File: config.mk
export PLATFORM = sky130hd
export DESIGN_NAME = sine_wave_driver
export DESIGN_NICKNAME = d
export VERILOG_FILES = /design/src/rtl/vga_wave_pkg.sv /design/src/rtl/frame_divider.sv /design/src/rtl/sine_wave_driver.sv
export SDC_FILE = /design/constraint.sdc
export NUM_CORES = 1
export LEC_CHECK = 0
export ABC_AREA = 1
export CORE_MARGIN = 2
export CORE_UTILIZATION = 50
export CTS_BUF_LIST = sky130_fd_sc_hd__clkbuf_16
export CTS_CLUSTER_SIZE = 20
export DETAILED_ROUTE_END_ITERATION = 16
export GPL_ROUTABILITY_DRIVEN = 1
export PLACE_DENSITY = 0.8
export SYNTH_ARGS = -nofsm -noshare
export SYNTH_HDL_FRONTEND = slang
export SYNTH_HIERARCHICAL = 1
export SYNTH_SLANG_ARGS = --single-unit
File: constraint.sdc
create_clock -name clk -period 2.3 [get_ports clk]
set_clock_uncertainty 0.2 [all_clocks]
set_input_delay 0.46 -clock clk [delete_from_list [all_inputs] [get_ports clk]]
set_output_delay 0.46 -clock clk [all_outputs]
set_load 0.05 [all_outputs]
File: src/rtl/vga_wave_pkg.sv
// Constants shared by the wave phase driver and the drawing modules that consume its offsets.
package vga_wave_pkg;
  localparam int          H_ACTIVE   = 640;
  localparam logic [9:0]  X_STEP_DEF = 10'd40;
  localparam int          POS_W      = 4;
  localparam int          SIN_W      = 8;
endpackage

File: src/rtl/frame_divider.sv
// Frame divider: turns frame_tick into a phase step every (speed+1) frames while run is set.
module frame_divider #(
  parameter int SPEED_W = 3
) (
  input  logic               clk,
  input  logic               rst,
  input  logic               frame_tick,
  input  logic               run,
  input  logic [SPEED_W-1:0] speed,
  output logic               step
);

  logic [SPEED_W-1:0] count;

  // >= rather than == so a speed lowered below the running count steps on the next tick
  assign step = frame_tick & run & (count >= speed);

  always_ff @(posedge clk or posedge rst) begin
    if (rst) begin
      count <= '0;
    end else if (frame_tick && run) begin
      if (step) count <= '0;
      else      count <= count + 1'b1;
    end
  end

endmodule

File: src/rtl/sine_wave_driver.sv
// Phase driver ahead of sine_lut: steps pos/x_offset on frame ticks and latches the LUT sample
// into y_offset so drawing logic only ever sees offsets that change during vertical blanking.
module sine_wave_driver
  import vga_wave_pkg::*;
#(
  parameter int         SPEED_W = 3,
  parameter logic [9:0] X_STEP  = X_STEP_DEF,
  parameter logic [9:0] X_WRAP  = 10'(H_ACTIVE)
) (
  input  logic               clk,
  input  logic               rst,
  input  logic               frame_tick,
  input  logic               run,
  input  logic [SPEED_W-1:0] speed,
  input  logic               dir,
  input  logic [SIN_W-1:0]   sin_in,
  output logic [POS_W-1:0]   pos,
  output logic [SIN_W-1:0]   y_offset,
  output logic [9:0]         x_offset,
  output logic               valid,
  output logic               wrap_pulse
);

  logic step;
  logic load;

  frame_divider #(.SPEED_W(SPEED_W)) u_div (
    .clk        (clk),
    .rst        (rst),
    .frame_tick (frame_tick),
    .run        (run),
    .speed      (speed),
    .step       (step)
  );

  // One extra bit holds the overflow/underflow so a single correction brings x back in range
  function automatic logic [9:0] next_x(input logic [9:0] x, input logic down);
    logic [10:0] t;
    if (!down) begin
      t = {1'b0, x} + {1'b0, X_STEP};
      if (t >= {1'b0, X_WRAP}) t = t - {1'b0, X_WRAP};
    end else begin
      t = {1'b0, x} - {1'b0, X_STEP};
      if (t[10]) t = t + {1'b0, X_WRAP};
    end
    return t[9:0];
  endfunction

  function automatic logic [POS_W-1:0] next_pos(input logic [POS_W-1:0] p, input logic down);
    return down ? p - 1'b1 : p + 1'b1;
  endfunction

  always_ff @(posedge clk or posedge rst) begin
    if (rst) begin
      pos        <= '0;
      y_offset   <= '0;
      x_offset   <= '0;
      valid      <= 1'b0;
      wrap_pulse <= 1'b0;
      load       <= 1'b1;
    end else begin
      wrap_pulse <= 1'b0;
      // A step takes priority; the LUT needs a cycle to settle on the new pos before capture
      if (step) begin
        pos        <= next_pos(pos, dir);
        x_offset   <= next_x(x_offset, dir);
        wrap_pulse <= dir ? (pos == '0) : (pos == '1);
        load       <= 1'b1;
        valid      <= 1'b0;
      end else if (load) begin
        y_offset <= sin_in;
        valid    <= 1'b1;
        load     <= 1'b0;
      end
    end
  end

endmodule

==> reports/summary.txt <==
Pwr per Cell Area - 1640 nW/um^2
post-route setup TNS - 0 ns
Critical-path top delay cell - dfrtp_2
Synth-to-Final Area Change - 43.1%
clk sinks - 25
layout cells sized above 1 - 30.8%
global-route usage over all layers - 19.4%
number of synthesized flops with an enable pin - 0
first-pass iteration count of the detailed router - 4
# diodes - 0
# rows - 21
flop and latch count out of synthesis - 25
setup ws final - 0.0962 ns
cells on worst reg2reg path - 15
NumNets Final - 293
Design Area, Final - 2420 sq um
CTS Buf Count - 3
startpoint type of the worst setup path - flop
CTS tree - built
crit-path max cell delay - 0.47 ns
htree depth - 1
final cycle utilization of the critical path - 95.8%
Top Family by Delay on Critical Path - simple AND/OR/NAND/NOR gates
endpoints failing hold - 0
Hold WC Path Type - input pin to async pin
initial cell density of the core - 51.5%
Final Max Slew Viols - 0
syn_area_per_cell - 8.09 sq um
number of cells on the critical path - 15
Die ar. - 3860 sq um
cell count after synthesis - 209
Routed WL - 3.72 mm
total I/O pin count - 40
peak supply drop - 1.04 mV
grt total ovfl - 0
RSZ-0062 raised after global routing - yes
filler instances - 245
core area - 3280 sq um
total number of vias - 1,498
crit path cell chain - ha_4 > nor2_4 > nor2_8 > xor2_2 > inv_2 > ha_4 > nand2_2 > nor2_2 > nand2_1 > nand2_2 > nand2_4 > nand2_4 > nand2_2 > nand3_2 > a21oi_2
largest net degree at the start of global routing - 23
initial antenna violation count - 0
die height - 62.1 um
buffer and inverter count on the worst path - 1
Critical Path AT - 2.19 ns
first-pass GRT wire length - 6.16 mm
worst slew pin tran - 0.516 ns
P_leak - 1.22 nW
DR WL/cell - 12.0 um
Final Setup Violations - 0
ys flop type - dfrtp_1
Max Cap Viol - 0
detailed router's first-iteration violation count - 44
asr flop ratio synth - 100%
drt via density - 4.85
critical path data required time - 2.29 ns
routability cong. - 0.841
yosys warns - 6
Die X - 62.1 um
synth unique cells - 33
DR DRC count - 0
Synth Cell Area - 1690 sq um
CTS root buffer - clkbuf_16
Fmax achieved - 454 MHz
largest fanout on the critical path - 5
Worst Path Class, Setup - flop to flop
hold slack - 0.190 ns
Max-slew headroom - 65.5%
clock-pin slew on the worst setup and hold paths - 0.06 ns
CP Capture Type - flop
post-synthesis sequential area ratio - 37.1%
final worst path period need - 2.20 ns
DP Worst Slack - -0.243 ns
vias in the first global route - 1,459
run status - finished, final reports clean
Placed Area - 2170 sq um
overall power - 3.96 mW
Final HPWL DP - 2.67 mm
clk buf depth - 2
antenna viol nets, final - 0
Worst-Skew Late Latency - 0.26 ns
Crit path top cell by count - nand2_2
buffers added on ports - 36
## worst reg2reg max path, cell delays in order (launching register included)
cell and delay, ns:
dfrtp_2 0.47, ha_4 0.20, nor2_4 0.16, nor2_8 0.07
xor2_2 0.15, inv_2 0.07, ha_4 0.15, nand2_2 0.05
nor2_2 0.03, nand2_1 0.07, nand2_2 0.06, nand2_4 0.09
nand2_4 0.06, nand2_2 0.07, nand3_2 0.09, a21oi_2 0.13
## where the power goes
group	leakage [nW]	switching (mW)	internal, mW	total [mW]
Clock	0.0423	0.141	0.232	0.373
Sequential	0.300	0.228	0.647	0.875
Combinational	0.881	1.63	1.08	2.71
## worst paths after layout
check                                   startpoint                         end  slack (ns)
max                        x_offset[4]$_DFFE_PP0P_     x_offset[8]$_DFFE_PP0P_         0.1
min                                            rst  u_div/count[2]$_DFFE_PP0P_        0.19
min reg2reg                      valid$_DFFE_PP0P_           valid$_DFFE_PP0P_        0.29
max in group asynchronous                      rst              load$_DFF_PP1_        1.27
max reg2reg                x_offset[4]$_DFFE_PP0P_     x_offset[8]$_DFFE_PP0P_         0.1
min in group clk                 valid$_DFFE_PP0P_           valid$_DFFE_PP0P_        0.29
## Yosys cell counts (4+ instances only)
library cell / number / area (sq um)
ha_1: 12 / 150
nand2_2: 5 / 31.3
buf_4: 4 / 30.0
nor2_1: 11 / 41.3
a21oi_1: 5 / 25.0
o21ai_0: 9 / 45.0
inv_2: 4 / 15.0
xor2_1: 5 / 43.8
inv_1: 31 / 116
mux2_2: 8 / 90.1
nand4_1: 4 / 25.0
dfrtp_1: 24 / 601
nand3_1: 14 / 70.1
nand2_1: 50 / 188
## area by class of cell
type | count | area, sq um | area share (%)
repair buffers | 55 | 519 | 21.5
clock buffers | 3 | 75.1 | 3.10
multi-input cells | 143 | 998 | 41.3
inverters | 36 | 135 | 5.59
well taps | 46 | 57.6 | 2.38
flip-flops and latches | 25 | 629 | 26.0
clock inverters | 1 | 3.75 | 0.155
## repair_timing
action / 4_1_cts / 5_1_grt
endpoints found under the hold margin: 0 / 0
hold buffers: 0 / 0
gates resized for setup: 0 / 38
endpoints found under the setup margin: 0 / 11
setup buffers: 0 / 6
## sequential cells by signal, indices dropped and copies added (netlist names)
register	cells
load	1
wrap_pulse	1
valid	1
pos	4
u_div/count	3
y_offset	8
x_offset	7
## cells in the final DEF (no fill, tap or decap), types with 2 or more instances in the layout
| master | netlist | final |
|---|---|---|
| dfrtp_2 | 0 | 2 |
| nand3_2 | 0 | 5 |
| ha_1 | 12 | 8 |
| nor3_1 | 2 | 2 |
| clkdlybuf4s50_1 | 0 | 32 |
| nor2_2 | 2 | 4 |
| a21oi_1 | 5 | 4 |
| nor2_1 | 11 | 8 |
| dlymetal6s2s_1 | 0 | 2 |
| inv_1 | 31 | 26 |
| mux2_2 | 8 | 8 |
| nand3_1 | 14 | 9 |
| clkbuf_16 | 0 | 3 |
| nand4_1 | 4 | 4 |
| o21ai_0 | 9 | 9 |
| dfrtp_1 | 24 | 22 |
| nand2_2 | 5 | 14 |
| nand2_4 | 0 | 2 |
| conb_1 | 1 | 3 |
| nand2_1 | 50 | 39 |
| xor2_1 | 5 | 5 |
| inv_2 | 4 | 10 |
| ha_4 | 0 | 3 |
| a21oi_2 | 2 | 3 |
| buf_4 | 4 | 19 |
## kinds of logic (layout without fill, tap and decap cells)
logic type | count (synthesis) | count (layout) | share of synthesized area (%)
adder cells (fa/ha/maj) | 13 | 13 | 10.1
AO/OA/AOI/OAI | 23 | 23 | 8.37
XOR/XNOR | 7 | 7 | 4.07
AND/OR/NAND/NOR | 89 | 89 | 23.5
flip-flops | 25 | 25 | 37.1
buffers and inverters | 43 | 95 | 11.3
multiplexers | 8 | 8 | 5.33
other | 1 | 3 | 0.222
## metal layers
layer,up-vias,track usage [%],wire length (um)
met3,6,3.44,158
met2,34,34.5,1920
li1,768,-,-
met5,-,0,0
met1,690,24.6,1590
met4,0,4.17,47
## per-stage QoR
stage / utilization [%] / cells
detailed placement: 66.0 / 299
global placement: 66.0 / 299
floorplan: - / 211
global route: 73.6 / 309
CTS: 68.4 / 303
finish: 73.6 / 309
Power figures use the tool's default switching activity.
==> RTL edit 1 (same settings) <==
Make the reset (`rst`) synchronous in 2 clocked blocks.
--- a/src/rtl/frame_divider.sv
+++ b/src/rtl/frame_divider.sv
@@ -15,7 +15,7 @@
   // >= rather than == so a speed lowered below the running count steps on the next tick
   assign step = frame_tick & run & (count >= speed);
 
-  always_ff @(posedge clk or posedge rst) begin
+  always_ff @(posedge clk) begin
     if (rst) begin
       count <= '0;
     end else if (frame_tick && run) begin
--- a/src/rtl/sine_wave_driver.sv
+++ b/src/rtl/sine_wave_driver.sv
@@ -50,7 +50,7 @@
     return down ? p - 1'b1 : p + 1'b1;
   endfunction
 
-  always_ff @(posedge clk or posedge rst) begin
+  always_ff @(posedge clk) begin
     if (rst) begin
       pos        <= '0;
       y_offset   <= '0;
Behaviour: differs if rst is asserted again (counterexample within 4 cycles, from zero or initial values and one cycle with rst high); with rst held inactive, the same outputs for 10 cycles.
==> RTL edit 1 against the original RTL <==
- fmax decreased by 1.2%
- sequential share of layout area shrank 3.4 points
- sequential cell count unchanged
- final area decreased by 6.6%
- setup slack got worse by 26 ps
- die area shrank 8.5%
- synthesized area fell by 9.1%
- wire length increased by 4.4%
- critical endpoint is now x_offset[3]
Power is left out: it rests on default switching activity, and per cell area and clock period it moved more than threefold.
==> RTL edit 1: results (changes against the original RTL) <==
[run_status]
status=finished, final reports clean  ; unchanged

[global_route]
grt_max_degree=16  ; was 23
grt.total_usage=0.221  ; was 0.194
grt_pass1_vias=1368  ; was 1459
grt_pass1_wl_um=5980  ; was 6160 µm
antenna_found_initial=0  ; unchanged

[clock_tree]
clkTransAtPathRegs_ps=70
clkLatencyLatePin_ps=260  ; about the same
clockBufferDepth=2  ; unchanged
post-cts-setup-buffers=0  ; unchanged
ctsHoldBuffers=0  ; unchanged
htreeDepth=1  ; unchanged
clockRootBuffer=clkbuf_16  ; unchanged
cts_buffers=3  ; unchanged
cts_resized=2  ; was 0

[layout]
antenna_cells=0  ; unchanged
largest_registers=y_offset (8), x_offset (7), pos (4)  ; unchanged
nFillCells=223  ; was 245
layout.nets=307  ; was 293
drive_gt1_frac=0.253  ; was 0.308

[route]
vias_per_cell=5.18  ; was 4.85
wl_met1_um=1710  ; was 1590 µm
dr.pass1.iters=4  ; unchanged
drt_iter0_drc=57  ; was 44
wl_met2_um=1960  ; was 1920 µm
route.met3.wl_um=173  ; was 158 µm
wl_per_cell_um=12.5  ; was 12.0 µm
highest_layer=met4  ; unchanged
wl_um=3880  ; was 3720 µm

[synthesis]
yosysUniqueCellTypes=33  ; unchanged
async_reset_ff_frac=0  ; was 1.00
seq_area_frac_synth=0.326  ; was 0.371
yosys-top-cells-count=nand2_1 (63), dfxtp_1 (25), inv_1 (19)  ; was nand2_1 (50), inv_1 (31), dfrtp_1 (24)
syn_inst=222  ; was 209
synth_warnings=6  ; unchanged
synthTopCellsByArea=dfxtp_1 (33%), nand2_1 (15%), ha_1 (9.8%)  ; was dfrtp_1 (36%), nand2_1 (11%), ha_1 (8.9%)
synth_flop_cell=dfxtp_1  ; was dfrtp_1

[placed_design]
gp_congestion=0.905  ; was 0.841
portBuffers=36  ; unchanged
dp_slack_ps=-261  ; was -243 ps
dp.cells=295  ; was 299
hpwlAfterDp_um=2670  ; about the same

[setup_path]
critPathMaxFanout=6  ; was 5
arrival_ps=1570  ; was 2190 ps

[timing]
slew_headroom=0.655  ; about the same

[hold_path]
hold_path.class=register to register  ; was input pin to async pin

RTL edit 1: per-stage QoR:
stage               area (µm²)  hold WS, ps  TNS, ps   util
detailed placement        1980          251    -3500  0.663
global route              2260          273    -98.5  0.759
CTS                       2070          260        0  0.694
floorplan                 1550          249    -18.8      -
finish                    2260          259        0  0.759
global placement          1980          248    -2320  0.663
RTL edit 1: final timing paths:
path | from | to | slack, ps | cells after the start
max | x_offset[3] | x_offset[3] | 70 | 2
min | y_offset[4] | y_offset[4] | 260 | 2
max reg2reg | x_offset[3] | x_offset[9] | 90 | 12
min reg2reg | y_offset[4] | y_offset[4] | 260 | 2
RTL edit 1: cell type report:
type | instances | area, µm² | share of cell area
clock inverter | 1 | 7.51 | 0.00332
tap | 33 | 41.3 | 0.0183
sequential | 25 | 512 | 0.226
multi-input combinational | 162 | 996 | 0.441
clock buffer | 3 | 75.1 | 0.0332
timing repair buffer | 56 | 512 | 0.226
inverter | 30 | 116 | 0.0515
RTL edit 1: cells by family (layout without fill, tap and decap cells):
family | count (synthesis) | count (layout) | share of synthesized area
AOI/OAI and AO/OA | 31 | 31 | 0.116
other | 1 | 3 | 0.00244
xor gates and xnor gates | 5 | 5 | 0.0334
DFF | 25 | 25 | 0.326
adders and majority gates | 13 | 13 | 0.111
buffers and inverters | 37 | 90 | 0.102
and+or+nand+nor | 110 | 110 | 0.310
RTL edit 1: routing by layer:
| metal | vias to the layer above | track usage |
|---|---|---|
| li1 | 819 | - |
| met1 | 742 | 0.288 |
| met2 | 40 | 0.377 |
| met3 | 4 | 0.0480 |
| met4 | 0 | 0.0390 |
| met5 | - | 0 |
RTL edit 1: worst max-delay path: stages, from the launching register on:
cell and delay (ps):
dfxtp_4 400, buf_4 120, clkdlybuf4s50_1 790
==> RTL edit 2 (same flow settings) <==
Without the edit above. `SPEED_W` is set to 3 in 2 places; all go to 2.
--- a/src/rtl/frame_divider.sv
+++ b/src/rtl/frame_divider.sv
@@ -1,6 +1,6 @@
 // Frame divider: turns frame_tick into a phase step every (speed+1) frames while run is set.
 module frame_divider #(
-  parameter int SPEED_W = 3
+  parameter int SPEED_W = 2
 ) (
   input  logic               clk,
   input  logic               rst,
--- a/src/rtl/sine_wave_driver.sv
+++ b/src/rtl/sine_wave_driver.sv
@@ -3,7 +3,7 @@
 module sine_wave_driver
   import vga_wave_pkg::*;
 #(
-  parameter int         SPEED_W = 3,
+  parameter int         SPEED_W = 2,
   parameter logic [9:0] X_STEP  = X_STEP_DEF,
   parameter logic [9:0] X_WRAP  = 10'(H_ACTIVE)
 ) (
Ports: changed (resized speed); port bits go from 40 to 39. The function was not compared with the original's and may differ.
==> RTL edit 2 against the original RTL <==
- wire length down 11%
- sequential power down 5.4%
- combinational power down 12%
- cell count down 6.1%
- sequential cell count down 1
- sequential share of layout area up 1.5 points
- power down 9.2%
- setup slack worse by 25 ps
- synthesized area down 4.4%
- final area down 9.2%
==> RTL edit 2: results (changes against the original RTL) <==
[run_status]
status=finished, final reports clean  ; unchanged

[placed_design]
portBuffers=35  ; was 36
dp_slack_ps=-158  ; was -243 ps
hpwlAfterDp_um=2560  ; was 2670 µm
dp.cells=286  ; was 299
gp_congestion=0.784  ; was 0.841

[synthesis]
yosysUniqueCellTypes=34  ; was 33
syn_area_per_cell_um2=8.16  ; was 8.09 µm²
yosys-top-cells-count=nand2_1 (47), inv_1 (28), dfrtp_1 (23)  ; was nand2_1 (50), inv_1 (31), dfrtp_1 (24)
synthTopCellsByArea=dfrtp_1 (36%), nand2_1 (11%), ha_1 (7.7%)  ; was dfrtp_1 (36%), nand2_1 (11%), ha_1 (8.9%)

[route]
vias_per_cell=4.80  ; was 4.85
vias=1391  ; was 1498
drt_iter0_drc=42  ; was 44

[layout]
nFillCells=240  ; was 245
clk_share=0.0359  ; was 0.0326
drive_gt1_frac=0.207  ; was 0.308
n_all_inverters=33  ; was 36
layout.nets=273  ; was 293
syn2layout_area_growth_pct=35.8  ; was 43.1%
seq_area_frac=0.275  ; was 0.260

[pwr]
power_density_nw_per_um2=1640  ; about the same
p_sw_frac=0.510  ; was 0.505
power_frac_comb=0.666  ; was 0.685

[timing]
finalCritPeriodShare=0.969  ; was 0.958

[clock_tree]
cts_sinks=24  ; was 25

[setup_path]
reg2reg_setup_slack_ps=130  ; was 100 ps
setup.worst_path.end=x_offset[4]  ; was x_offset[8]

[global_route]
grt_pass1_vias=1250  ; was 1459

[RTL edit 2: stage by stage]
stage,util,cell area [µm²]
after detailed placement,0.684,2090
after floorplan,-,1630
after global routing,0.719,2200
after CTS,0.710,2170
after global placement,0.684,2090
final,0.719,2200
[RTL edit 2: layer usage]
metal	vias up	part of all wire	global-route usage
li1	726	-	-
met1	629	0.46	0.266
met2	34	0.49	0.332
met3	2	0.036	0.0320
met4	0	0.0085	0.0466
met5	-	0	0
[RTL edit 2: worst max-delay path: stages, from the launching register on]
cell	delay [ps]
dfrtp_2	380
buf_4	140
clkdlybuf4s50_1	790
[RTL edit 2: cells by family after synthesis]
group | share of synthesized area
other | 0.00232
adders and majority gates | 0.0898
buffers and inverters | 0.111
muxes | 0.0557
and+or+nand+nor | 0.245
DFF | 0.372
xor gates and xnor gates | 0.0426
AOI/OAI and AO/OA | 0.0805
[RTL edit 2: what timing repair did]
item,CTS,global route
hold buffers,0,0
setup endpoints to repair,0,11
resized for setup,0,7
